===== config.mk =====
export PLATFORM = sky130hd
export DESIGN_NAME = rst_seq_ctrl
export DESIGN_NICKNAME = d
export VERILOG_FILES = /design/src/rtl/rst_seq_pkg.sv /design/src/rtl/rst_seq_sync.sv /design/src/rtl/rst_seq_ctrl.sv
export SDC_FILE = /design/constraint.sdc
export NUM_CORES = 1
export LEC_CHECK = 0
export CORE_MARGIN = 10
export CORE_UTILIZATION = 53
export CTS_BUF_LIST = sky130_fd_sc_hd__clkbuf_8
export DETAILED_ROUTE_END_ITERATION = 10
export PLACE_DENSITY = 0.76
export SYNTH_ARGS = -nofsm -noshare
export SYNTH_HDL_FRONTEND = slang
export SYNTH_SLANG_ARGS = --single-unit

===== constraint.sdc =====
create_clock -name clk -period 1.1 [get_ports clk]
set_input_delay 0.33 -clock clk [delete_from_list [all_inputs] [get_ports clk]]
set_output_delay 0.33 -clock clk [all_outputs]
set_load 0.05 [all_outputs]

===== src/rtl/rst_seq_pkg.sv =====
// Shared types and limits for the board-level reset sequencer.
package rst_seq_pkg;

    localparam int MAX_DOMAINS = 8;

    typedef enum logic {
        ST_SEQ = 1'b0,
        ST_RUN = 1'b1
    } rst_seq_state_t;

    // Index register width: enough to address every domain, never narrower than one bit.
    function automatic int idx_width(input int num_domains);
        return (num_domains > 2) ? $clog2(num_domains) : 1;
    endfunction

endpackage


===== src/rtl/rst_seq_sync.sv =====
// Two-flop falling-edge reset synchronizer: asserts asynchronously, releases on the
// second falling edge after sys_rst_n deasserts.
module rst_seq_sync (
    input  logic clk,
    input  logic sys_rst_n,
    output logic sync_rst_n
);

    logic meta;

    // NOTE: flops use non-blocking assignments so both stages sample the same old
    // values on an edge; blocking here would collapse the chain to a single flop.
    always_ff @(negedge clk or negedge sys_rst_n) begin
        if (!sys_rst_n) begin
            meta       <= 1'b0;
            sync_rst_n <= 1'b0;
        end else begin
            meta       <= 1'b1;
            sync_rst_n <= meta;
        end
    end

endmodule


===== src/rtl/rst_seq_ctrl.sv =====
// Reset sequencer: releases NUM_DOMAINS block resets one at a time, STAGE_DLY falling
// edges apart, and optionally (macro RST_SEQ_SOFT_EN) soft-resets domains 1..N-1.
module rst_seq_ctrl
    import rst_seq_pkg::*;
#(
    parameter int NUM_DOMAINS = 4,
    parameter int STAGE_DLY   = 16
) (
    input  logic                   clk,
    input  logic                   sys_rst_n,
    input  logic                   soft_req,
    output logic [NUM_DOMAINS-1:0] domain_rst_n,
    output logic                   seq_done,
    output logic                   soft_ack
);

    localparam int CNT_W = $clog2(STAGE_DLY + 1);
    localparam int IDX_W = idx_width(NUM_DOMAINS);
    localparam logic [CNT_W-1:0] CNT_END  = CNT_W'(STAGE_DLY);
    localparam logic [IDX_W-1:0] IDX_LAST = IDX_W'(NUM_DOMAINS - 1);

    if (NUM_DOMAINS < 2 || NUM_DOMAINS > MAX_DOMAINS || STAGE_DLY < 1) begin : g_bad_param
        $error("rst_seq_ctrl: NUM_DOMAINS must be 2..%0d and STAGE_DLY at least 1", MAX_DOMAINS);
    end

    logic core_rst_n;

    rst_seq_sync u_sync (
        .clk        (clk),
        .sys_rst_n  (sys_rst_n),
        .sync_rst_n (core_rst_n)
    );

    rst_seq_state_t         state_q, state_d;
    logic [CNT_W-1:0]       cnt_q, cnt_d, cnt_inc;
    logic [IDX_W-1:0]       idx_q, idx_d;
    logic [NUM_DOMAINS-1:0] dom_q, dom_d;
    logic                   done_q, done_d;

    assign cnt_inc = (cnt_q == CNT_END) ? cnt_q : cnt_q + 1'b1;

`ifdef RST_SEQ_SOFT_EN
    logic req_q;
    logic flag_q, flag_d;
    logic lead_q, lead_d;
    logic ack_q, ack_d;
`endif

    // NOTE: every output of this block gets a default first, so no path leaves a
    // variable unassigned and no latch is inferred.
    always_comb begin
        state_d = state_q;
        cnt_d   = cnt_q;
        idx_d   = idx_q;
        dom_d   = dom_q;
        done_d  = done_q;
`ifdef RST_SEQ_SOFT_EN
        flag_d  = flag_q;
        lead_d  = lead_q;
        ack_d   = 1'b0;
`endif
        case (state_q)
            ST_SEQ: begin
                if (cnt_inc == CNT_END) begin
                    cnt_d = '0;
`ifdef RST_SEQ_SOFT_EN
                    // A soft reset holds domains low for one extra stage before domain 1 leaves.
                    if (lead_q) begin
                        lead_d = 1'b0;
                    end else
`endif
                    begin
                        dom_d[idx_q] = 1'b1;
                        if (idx_q == IDX_LAST) begin
                            done_d  = 1'b1;
                            state_d = ST_RUN;
`ifdef RST_SEQ_SOFT_EN
                            ack_d   = flag_q;
                            flag_d  = 1'b0;
`endif
                        end else begin
                            idx_d = idx_q + 1'b1;
                        end
                    end
                end else begin
                    cnt_d = cnt_inc;
                end
            end
            ST_RUN: begin
`ifdef RST_SEQ_SOFT_EN
                if (soft_req && !req_q) begin
                    dom_d[NUM_DOMAINS-1:1] = '0;
                    done_d  = 1'b0;
                    cnt_d   = '0;
                    idx_d   = IDX_W'(1);
                    state_d = ST_SEQ;
                    flag_d  = 1'b1;
                    lead_d  = 1'b1;
                end
`endif
            end
            default: state_d = ST_SEQ;
        endcase
    end

    always_ff @(negedge clk or negedge core_rst_n) begin
        if (!core_rst_n) begin
            state_q <= ST_SEQ;
            cnt_q   <= '0;
            idx_q   <= '0;
            dom_q   <= '0;
            done_q  <= 1'b0;
        end else begin
            state_q <= state_d;
            cnt_q   <= cnt_d;
            idx_q   <= idx_d;
            dom_q   <= dom_d;
            done_q  <= done_d;
        end
    end

`ifdef RST_SEQ_SOFT_EN
    always_ff @(negedge clk or negedge core_rst_n) begin
        if (!core_rst_n) begin
            req_q  <= 1'b0;
            flag_q <= 1'b0;
            lead_q <= 1'b0;
            ack_q  <= 1'b0;
        end else begin
            req_q  <= soft_req;
            flag_q <= flag_d;
            lead_q <= lead_d;
            ack_q  <= ack_d;
        end
    end

    assign soft_ack = ack_q;
`else
    logic unused_soft_req;
    assign unused_soft_req = soft_req;
    assign soft_ack        = 1'b0;
`endif

    assign domain_rst_n = dom_q;
    assign seq_done     = done_q;

endmodule


==> impl_metrics.env <==
export IMPL_status="complete, but fails checks"
export IMPL_violations="setup timing"
export IMPL_power_density_nw_per_um2=850.4
export IMPL_p_leak_nw=0.6172
export IMPL_root_buffer="clkbuf_8"
export IMPL_hold_worst_slack_ps=160.7
export IMPL_drt_met1_wl_um=857
export IMPL_async_flop_share_pct=100.0
export IMPL_drive_gt1_share_pct=52.00
export IMPL_start_util_pct=57.55
export IMPL_numCtsBuffers=3
export IMPL_syn_area_per_cell_um2=11.67
export IMPL_hold_viol=0
export IMPL_grt_util_all_layers_pct=12.01
export IMPL_antenna_cells=0
export IMPL_fmaxAchievable_mhz=503.4
export IMPL_num_vias=595
export IMPL_io_pins=9
export IMPL_grt_pass1_vias=656
export IMPL_design_area_um2=1211
export IMPL_wl_per_cell_um=16.48
export IMPL_antenna_left=0
export IMPL_post_route_period_util_pct=180.6
export IMPL_cp_start_kind="flip-flop"
export IMPL_pwr_share_comb_pct=1.2
export IMPL_cts_tree="yes"
export IMPL_internal_power_mw=0.8095
export IMPL_placed_area_um2=1033
export IMPL_vdd_drop_max_mv=0.6928
export IMPL_rsz0062_at_grt="true"
export IMPL_p_total_mw=1.030
export IMPL_worst_slack_ps=-886.4
export IMPL_grt_first_pass_wirelength_um=3070
export IMPL_end_kind="flip-flop"
export IMPL_antenna_found_initial=0
export IMPL_required_ps=1760
export IMPL_die_h_um=57.83
export IMPL_pwr_share_clk_pct=43.6
export IMPL_synth_seq_area_share_pct=49.50
export IMPL_finClkSkew_ps=4.734
export IMPL_coreArea_um2=1318
export IMPL_setup_viol_count_final=18
export IMPL_io_buffers=6
export IMPL_swShare_pct=21.41
export IMPL_h_tree_depth=1
export IMPL_yosys_warnings=0
export IMPL_syn_cell_area_um2=758.2
export IMPL_period_needed_ps=1986
export IMPL_worst_pin_slew_ps=526.6
export IMPL_dp_hpwl_um=1096
export IMPL_yosysTopAreaCell="dfrtn_1"
export IMPL_p_switching_mw=0.2205
export IMPL_crit_fanout=3
export IMPL_clk_pin_slew_ps=50
export IMPL_ys_top_cells_by_area="dfrtn_1, ha_1, a21o_1, nor4b_4, inv_1"
export IMPL_vias_per_cell=5.174
export IMPL_grt_ovfl_total=0
export IMPL_synth_top_area_share_pct=49.50
export IMPL_synth_flop_cell="dfrtn_1"
export IMPL_holdBufCountCts=0
export IMPL_wl_um=1895
export IMPL_met2_length_um=957
export IMPL_final_max_slew_violation_count=0
export IMPL_relSlewSlack_pct=64.89
export IMPL_place_ws_ps=-849.3
export IMPL_syn_inst=65
export IMPL_cts_buffer_depth=2
export IMPL_die_area_um2=3344
export IMPL_ys_ff_latch=15
export IMPL_max_cap_violations=0
export IMPL_first_pass_iters=3
export IMPL_pwr_share_seq_pct=55.2
export IMPL_die_w_um=57.83
export IMPL_drc_errors=0
export IMPL_drt_initial_drc_count=5
export IMPL_synth_edf_count=0
export IMPL_dr_wl_met3_um=72
export IMPL_cts_sinks=15
export IMPL_clk_latency_ps=270
export IMPL_routed_top_layer="met4"
export IMPL_path_class="flip-flop to flip-flop"
export IMPL_synthToLayoutAreaGrowth_pct=59.74
export IMPL_grt_max_degree=14
export IMPL_placementRows=13
export IMPL_synth_top_cells_by_count="dfrtn_1, a21o_1, ha_1, inv_1"
export IMPL_gp_congestion=0.7500
export IMPL_syn_nets=74
export IMPL_hp_class="flip-flop to asynchronous set/reset pin"
export IMPL_final_nets=110
export IMPL_cp_arrival_ps=2640
export IMPL_synthDistinctLibCells=28
export IMPL_yosysMostFrequentCell="dfrtn_1"
## registers in the layout, summed over array words and instances (netlist names)
name / count
u_sync.sync_rst_n: 1
domain_rst_n: 4
state_q: 1
u_sync.meta: 1
idx_q: 2
cnt_q: 5
seq_done: 1
## cells by family (layout without fill, tap and decap cells)
| logic type | Yosys count | in the layout | share of synthesized area, % |
|---|---|---|---|
| XOR/XNOR | 4 | 4 | 4.621 |
| multiplexers | 2 | 2 | 2.970 |
| AO/OA/AOI/OAI | 15 | 15 | 14.85 |
| adder cells (fa/ha/maj) | 6 | 6 | 9.901 |
| buffers and inverters | 9 | 44 | 5.115 |
| other | 2 | 2 | 0.9905 |
| flip-flops | 15 | 15 | 49.50 |
| AND/OR/NAND/NOR | 12 | 12 | 12.05 |
## repair_timing
action,CTS,global route
buffers inserted,4,5
gates resized for setup,8,9
endpoints found under the setup margin,17,18
gates cloned,0,0
pin swaps,2,10
## cell usage in the layout, fill, tap and decap left out, drive strengths merged, types with 2 or more instances in the layout
cell     n
conb     2
clkbuf   3
o21ai    2
nand3    2
mux2     2
xor2     2
xnor2    2
dfrtn   15
buf     33
or3      2
nor2     2
a31o     2
a21o     6
inv      7
ha       6
a21oi    2
## power by group through the flow
stage                     Clock, mW  Combinational [mW]  Sequential [mW]
after floorplan                   0              0.0105            0.576
after global placement            0              0.0119            0.578
after detailed placement          0              0.0121            0.578
after CTS                     0.438              0.0123            0.570
after global routing          0.481              0.0137            0.571
final                         0.449              0.0126            0.569
## per-stage QoR
stage	cells	utilization (%)	setup TNS [ps]
finish	115	91.93	-11450
global route	115	91.93	-12140
CTS	112	87.56	-10710
detailed placement	104	78.44	-9024
global placement	104	78.44	-8627
floorplan	65	-	-8714
## cell type report
| cell class | count | area, µm² |
|---|---|---|
| clock buffers | 3 | 41.29 |
| clock inverters | 1 | 3.754 |
| fillers | 42 | 106.4 |
| inverters | 6 | 22.52 |
| multi-input cells | 41 | 417.9 |
| flip-flops and latches | 15 | 375.4 |
| well taps | 15 | 18.77 |
| repair buffers | 34 | 331.6 |
## worst paths after layout
kind,startpoint,end,slack (ps),cells after the start
max,cnt_q[1],idx_q[1],-890,7
min,u_sync.sync_rst_n,domain_rst_n[2],160,0
max reg2reg,cnt_q[1],idx_q[1],-890,7
min reg2reg,u_sync.sync_rst_n,domain_rst_n[2],160,0
max in group asynchronous,sys_rst_n,u_sync.sync_rst_n,280,1
min in group clk,u_sync.meta,u_sync.sync_rst_n,320,0
## critical path: stages (launching register included)
cell,delay (ps)
dfrtn_1,460
inv_2,60
ha_4,140
and3b_2,220
o31ai_2,180
o211a_1,190
nor4b_4,240
mux2_4,330
## routing by layer
metal	vias to the layer above	global-route usage (%)
li1	285	-
met3	2	5.664
met5	-	0
met4	0	4.698
met1	300	13.13
met2	8	19.63
No activity file was read; power rests on OpenSTA's default activity.
